`src/rtl/wave_gen_ctrl.sv`:
```
// UART command controller for the waveform generators.
// Ports: clk/reset, rx byte stream in, tx response out, fo/wave_sel/gen_rst_n to generators, busy.
module wave_gen_ctrl #(
  parameter int TIMEOUT_CYC   = 50000,
  parameter int RST_PULSE_CYC = 2
) (
  input  logic       clk,
  input  logic       reset,
  input  logic [7:0] rx_data,
  input  logic       rx_valid,
  output logic [7:0] tx_data,
  output logic       tx_valid,
  input  logic       tx_ready,
  output logic [8:0] fo,
  output logic [1:0] wave_sel,
  output logic       gen_rst_n,
  output logic       busy
);

  localparam int TCW = $clog2(TIMEOUT_CYC + 1);
  localparam int RCW = $clog2(RST_PULSE_CYC + 1);

  localparam logic [TCW-1:0] TMO_LAST = TCW'(TIMEOUT_CYC - 1);
  localparam logic [RCW-1:0] PLS_LAST = RCW'(RST_PULSE_CYC - 1);

  localparam logic [7:0] CMD_F = 8'h46;
  localparam logic [7:0] CMD_W = 8'h57;
  localparam logic [7:0] CMD_R = 8'h52;
  localparam logic [7:0] ACK   = 8'h06;
  localparam logic [7:0] NAK   = 8'h15;

  typedef enum logic [2:0] {
    IDLE,
    GET_P1,
    GET_P2,
    EXEC,
    RESTART,
    SEND
  } state_t;

  state_t state;
  state_t state_nxt;

  logic           is_f;
  logic [7:0]     p1;
  logic [7:0]     p2;
  logic [TCW-1:0] tmo_cnt;
  logic [RCW-1:0] pls_cnt;

  logic       ld_cmd;
  logic       ld_p1;
  logic       ld_p2;
  logic       clr_tmo;
  logic       inc_tmo;
  logic       ld_tx;
  logic [7:0] tx_nxt;
  logic       commit;
  logic       start_pls;

  logic [8:0] f_val;
  logic       f_ok;
  logic       w_ok;
  logic       cmd_ok;
  logic       tmo_exp;
  logic       pls_last;

  assign f_val    = {p1[0], p2};
  assign f_ok     = (f_val != 9'd0) && (f_val <= 9'd400);
  assign w_ok     = (p1 <= 8'd3);
  assign cmd_ok   = is_f ? f_ok : w_ok;
  assign tmo_exp  = (tmo_cnt == TMO_LAST);
  assign pls_last = !gen_rst_n && (pls_cnt == PLS_LAST);

  assign tx_valid = (state == SEND);
  assign busy     = (state != IDLE);

  always_ff @(posedge clk or negedge reset) begin
    if (!reset) begin
      state <= IDLE;
    end else begin
      state <= state_nxt;
    end
  end

  always_comb begin
    state_nxt = state;
    ld_cmd    = 1'b0;
    ld_p1     = 1'b0;
    ld_p2     = 1'b0;
    clr_tmo   = 1'b0;
    inc_tmo   = 1'b0;
    ld_tx     = 1'b0;
    tx_nxt    = 8'h00;
    commit    = 1'b0;
    start_pls = 1'b0;
    unique case (state)
      IDLE: begin
        if (rx_valid) begin
          unique case (1'b1)
            (rx_data == CMD_F),
            (rx_data == CMD_W): begin
              state_nxt = GET_P1;
              ld_cmd    = 1'b1;
              clr_tmo   = 1'b1;
            end
            (rx_data == CMD_R): begin
              state_nxt = RESTART;
              start_pls = 1'b1;
            end
            default: begin
              state_nxt = SEND;
              ld_tx     = 1'b1;
              tx_nxt    = NAK;
            end
          endcase
        end
      end
      GET_P1: begin
        // an arriving byte beats a simultaneous timeout
        if (rx_valid) begin
          ld_p1     = 1'b1;
          clr_tmo   = 1'b1;
          state_nxt = is_f ? GET_P2 : EXEC;
        end else if (tmo_exp) begin
          state_nxt = SEND;
          ld_tx     = 1'b1;
          tx_nxt    = NAK;
        end else begin
          inc_tmo = 1'b1;
        end
      end
      GET_P2: begin
        if (rx_valid) begin
          ld_p2     = 1'b1;
          clr_tmo   = 1'b1;
          state_nxt = EXEC;
        end else if (tmo_exp) begin
          state_nxt = SEND;
          ld_tx     = 1'b1;
          tx_nxt    = NAK;
        end else begin
          inc_tmo = 1'b1;
        end
      end
      EXEC: begin
        state_nxt = SEND;
        ld_tx     = 1'b1;
        tx_nxt    = cmd_ok ? ACK : NAK;
        commit    = cmd_ok;
        start_pls = cmd_ok && !is_f;
      end
      RESTART: begin
        if (pls_last) begin
          state_nxt = SEND;
          ld_tx     = 1'b1;
          tx_nxt    = ACK;
        end
      end
      SEND: begin
        if (tx_ready) begin
          state_nxt = IDLE;
        end
      end
      default: begin
        state_nxt = IDLE;
      end
    endcase
  end

  always_ff @(posedge clk or negedge reset) begin
    if (!reset) begin
      is_f      <= 1'b0;
      p1        <= 8'h00;
      p2        <= 8'h00;
      tmo_cnt   <= '0;
      pls_cnt   <= '0;
      tx_data   <= 8'h00;
      fo        <= 9'd1;
      wave_sel  <= 2'd0;
      gen_rst_n <= 1'b1;
    end else begin
      if (ld_cmd) begin
        is_f <= (rx_data == CMD_F);
      end
      if (ld_p1) begin
        p1 <= rx_data;
      end
      if (ld_p2) begin
        p2 <= rx_data;
      end
      if (clr_tmo) begin
        tmo_cnt <= '0;
      end else if (inc_tmo) begin
        tmo_cnt <= tmo_cnt + TCW'(1);
      end
      if (ld_tx) begin
        tx_data <= tx_nxt;
      end
      if (commit) begin
        if (is_f) begin
          fo <= f_val;
        end else begin
          wave_sel <= p1[1:0];
        end
      end
      // pulse timer runs independently of the FSM so a 'W'
      // restart can overlap the SEND state
      if (start_pls) begin
        gen_rst_n <= 1'b0;
        pls_cnt   <= '0;
      end else if (!gen_rst_n) begin
        if (pls_last) begin
          gen_rst_n <= 1'b1;
        end else begin
          pls_cnt <= pls_cnt + RCW'(1);
        end
      end
    end
  end

endmodule

```
`config.mk`:
```
export PLATFORM = sky130hd
export DESIGN_NAME = wave_gen_ctrl
export DESIGN_NICKNAME = d
export VERILOG_FILES = /design/src/rtl/wave_gen_ctrl.sv
export SDC_FILE = /design/constraint.sdc
export NUM_CORES = 1
export LEC_CHECK = 0
export CAP_MARGIN = 40
export CORE_ASPECT_RATIO = 0.8
export CORE_UTILIZATION = 25
export CTS_BUF_LIST = sky130_fd_sc_hd__clkbuf_16
export DETAILED_ROUTE_END_ITERATION = 16
export GPL_TIMING_DRIVEN = 0
export SLEW_MARGIN = 20
export SYNTH_ARGS = -nofsm -noshare
export SYNTH_HDL_FRONTEND = slang
export SYNTH_SLANG_ARGS = --single-unit
```
`constraint.sdc`:
```
create_clock -name clk -period 3.3 [get_ports clk]
set_clock_uncertainty 0.15 [all_clocks]
set_input_delay 0.495 -clock clk [delete_from_list [all_inputs] [get_ports clk]]
set_output_delay 0.495 -clock clk [all_outputs]
set_load 0.05 [all_outputs]
```
==> metrics.txt, run 1 <==
status finished clean; final hold violation count 0; Setup violations, final 0; CP Class flip-flop to primary output; share of layout cells above drive strength 1 17.5%; depth of the most critical reg-to-reg path 6; PostCTS Resize Cnt 0; Switching Fraction between 30% and 40%; DIE AREA 11300 µm²; H-tree depth 2; IO Pins 34; VDD IR max about 0.00022 V; gr usage total 11.4%; RSZ-0062 raised after global routing no; num rows 33; clk sink count 53; final instance area 3330 µm²; Post-synth ARST share 100%; initial antenna violation count 0; Clock Latency Late Sink 290 ps; ANT nets after route 0; initial DRC count a little over 100; Reg2Reg Launch Point state[1]; worst endpoint required time 2650 ps; clock root buffer clkbuf_16; Synth area leaders dfrtp_1, mux2_2, mux2_4, a21oi_1, or4_1; Int Pwr 1.40 mW; Max Clk Rate ~340 MHz; Yosys top cell by area dfrtp_1; sequential area share after synthesis 48.7%; # hold bufs at CTS 0; Worst Hold Class input port to asynchronous set/reset pin; Final Cycle Share between 90 and 100%; Die X roughly 120 µm; port buffer count 27; antenna cells 0; area grow syn2layout 22.2%; Post-CTS Setup Bufs 0; drt wl/cell 14.0 µm; Reg2Reg Capture Point tmo_cnt[6]; Seq cells post-synth between 50 and 60; Most used DFF post-synth dfrtp_1; CTS Buffer Depth 2; clock buffer count from CTS 5; fin nets 299; Vias ~2000; GR Overflow Total 0; cells after synthesis 248; CP Launch Type flip-flop; Setup WS post-layout around 320 ps; Initial DRT Pass Iterations 4; PD cells 655 nW/µm²; first-pass GRT wire length 10200 µm; final non-filler cell total between 400 and 500; placed cell area approximately 3200 µm²; YS warnings 0; crit path max fanout 10; Synth Area per Inst around 11 µm²; pre-CTS WS 638 ps; Max-Cap Viols 0; Post-Route WL a little under 6000 µm; Comb pwr share 32.7%; Tmin final 2980 ps; Die Height 95.4 µm; post-layout util 32.0%; CTS tree built; Yosys top cell area share 46.8%; WP data arrival 2330 ps; vias in the first global route 2008; Clock power frac about a quarter; largest net degree at the start of global routing 54; gp weighted congestion 0.770; final hold slack around 77 ps; post-synthesis cell type count 53; Cells after DPL 418; DRC 0; CORE AREA 10400 µm²; Slew Viols, Final 0; Starting Density 26.2%; Worst Tran Pin Value about 680 ps; most frequent cell after synthesis dfrtp_1; synthesized cell area approximately 2700 µm²; Switch Pwr 0.783 mW; CP Capture Type primary output; Post-synth EDFFs 0; Leak 1.37 nW; DP HPWL approximately 4300 µm; clock-pin slew on the worst setup and hold paths approximately 70 ps; Reg2Reg Setup Slack 840 ps; sequential power share between 40% and 50%; commonest cells in the netlist dfrtp_1, mux2_2, a21oi_1; vias per inst approximately 4.8; Slew HR a little over half
[worst max-delay path: stages (launching register included)]
cell	delay, ps
dfrtp_1	410
clkbuf_1	370
nor2b_1	280
and2_1	170
clkdlybuf4s50_1	810
[how the worst max path moves through the flow]
stage | start | end | slack [ps] | cells past startpoint
2_1_floorplan | p2[1] | fo[1] | 1120 | 5
3_3_place_gp | reset | fo[1] | -80 | 1
3_5_place_dp | state[2] | tx_valid | 640 | 4
4_1_cts | state[2] | tx_valid | 310 | 4
5_1_grt | state[2] | tx_valid | 180 | 4
6_report | state[2] | tx_valid | 320 | 4
[through the flow]
step / total power [mW] / setup TNS, ps
finish: 2.18 / 0
global route: 2.32 / 0
CTS: 2.20 / 0
detailed placement: 1.66 / 0
global placement: 1.64 / -3800
floorplan: 1.45 / 0
[registers in the layout (all words and copies together), names as in the netlist]
name	flops
fo	9
gen_rst_n	1
is_f	1
p1	8
p2	8
pls_cnt	2
state	3
tmo_cnt	16
tx_data	3
wave_sel	2
[area by class of cell]
cell class | count | area, µm²
fill | 1082 | 7070
sequential | 53 | 1330
multi-input combinational | 172 | 1280
timing repair buffer | 27 | 268
tap | 140 | 175
clock buffer | 5 | 125
buffer | 16 | 91.3
inverter | 10 | 37.5
clock inverter | 3 | 26.3
[metal layers]
layer	share of wire [%]	global-route usage, %	wire, µm	vias to the layer above
met5	0	0	0	-
li1	-	-	-	982
met3	2.8	2.21	165	5
met1	53	16.5	3160	1016
met2	43	17.2	2560	29
met4	1.2	3.48	69	0
[layout by cell type (no fill, tap or decap), types with 3 or more instances in the layout]
master           Yosys  routed
o31ai_1              7       7
nand4b_1             6       6
mux2_2              19      19
and3_1               3       3
mux2_4               8       8
conb_1               1       4
clkbuf_1             6       6
a21oi_1             17      17
buf_2                4       4
mux2i_1              3       3
nand3_1              5       5
dfrtp_1             51      51
clkdlybuf4s50_1      0      26
or4_1                8       8
or3_1                8       8
buf_4                5       6
nor2_1              11      11
o21ai_0             10      10
inv_1               10      10
nor4b_1              3       3
clkbuf_16            0       5
nand2_1             11      11
nand4_1              3       3
xnor2_1              5       5
[cell families (layout without fill, tap and decap cells)]
kind of cell	Yosys count	count (layout)	synth area share (%)
other	1	4	0.138
multiplexers	30	30	13.4
flip-flops	53	53	48.7
adder cells (fa/ha/maj)	2	2	0.918
XOR/XNOR	7	7	2.25
AO/OA/AOI/OAI	50	50	11.5
buffers and inverters	26	61	4.73
AND/OR/NAND/NOR	79	79	18.4
[power by group through the flow]
stage	logic (mW)	clock network, mW	registers (mW)
3_3_place_gp	0.696	0	0.944
3_5_place_dp	0.714	0	0.950
6_report	0.714	0.531	0.937
2_1_floorplan	0.493	0	0.955
5_1_grt	0.795	0.569	0.961
4_1_cts	0.718	0.549	0.937
Power figures use the tool's default switching activity.
==> inputs of run 2 (changes only) <==
==> constraint.sdc (replaced) <==
create_clock -name clk -period 3.3 [get_ports clk]
set_clock_uncertainty 0.15 [all_clocks]
set_input_delay 0.66 -clock clk [delete_from_list [all_inputs] [get_ports clk]]
set_output_delay 0.66 -clock clk [all_outputs]
set_load 0.05 [all_outputs]
==> results of run 2 <==
The final DEF is identical to that of run 1. Status: finished clean.
Among the figures that moved: setup slack after placement 638 ps -> 473 ps; setup slack after layout 322 ps -> 157 ps; hold slack 77.5 ps -> 242 ps
==> inputs of run 3 (changes only) <==
HOLD_SLACK_MARGIN = 0.08   (was default)
==> results of run 3 <==
The final DEF is identical to that of run 1. Status: finished clean.
Among the figures that moved: setup slack after placement 638 ps -> 473 ps; setup slack after layout 322 ps -> 157 ps; hold slack 77.5 ps -> 242 ps
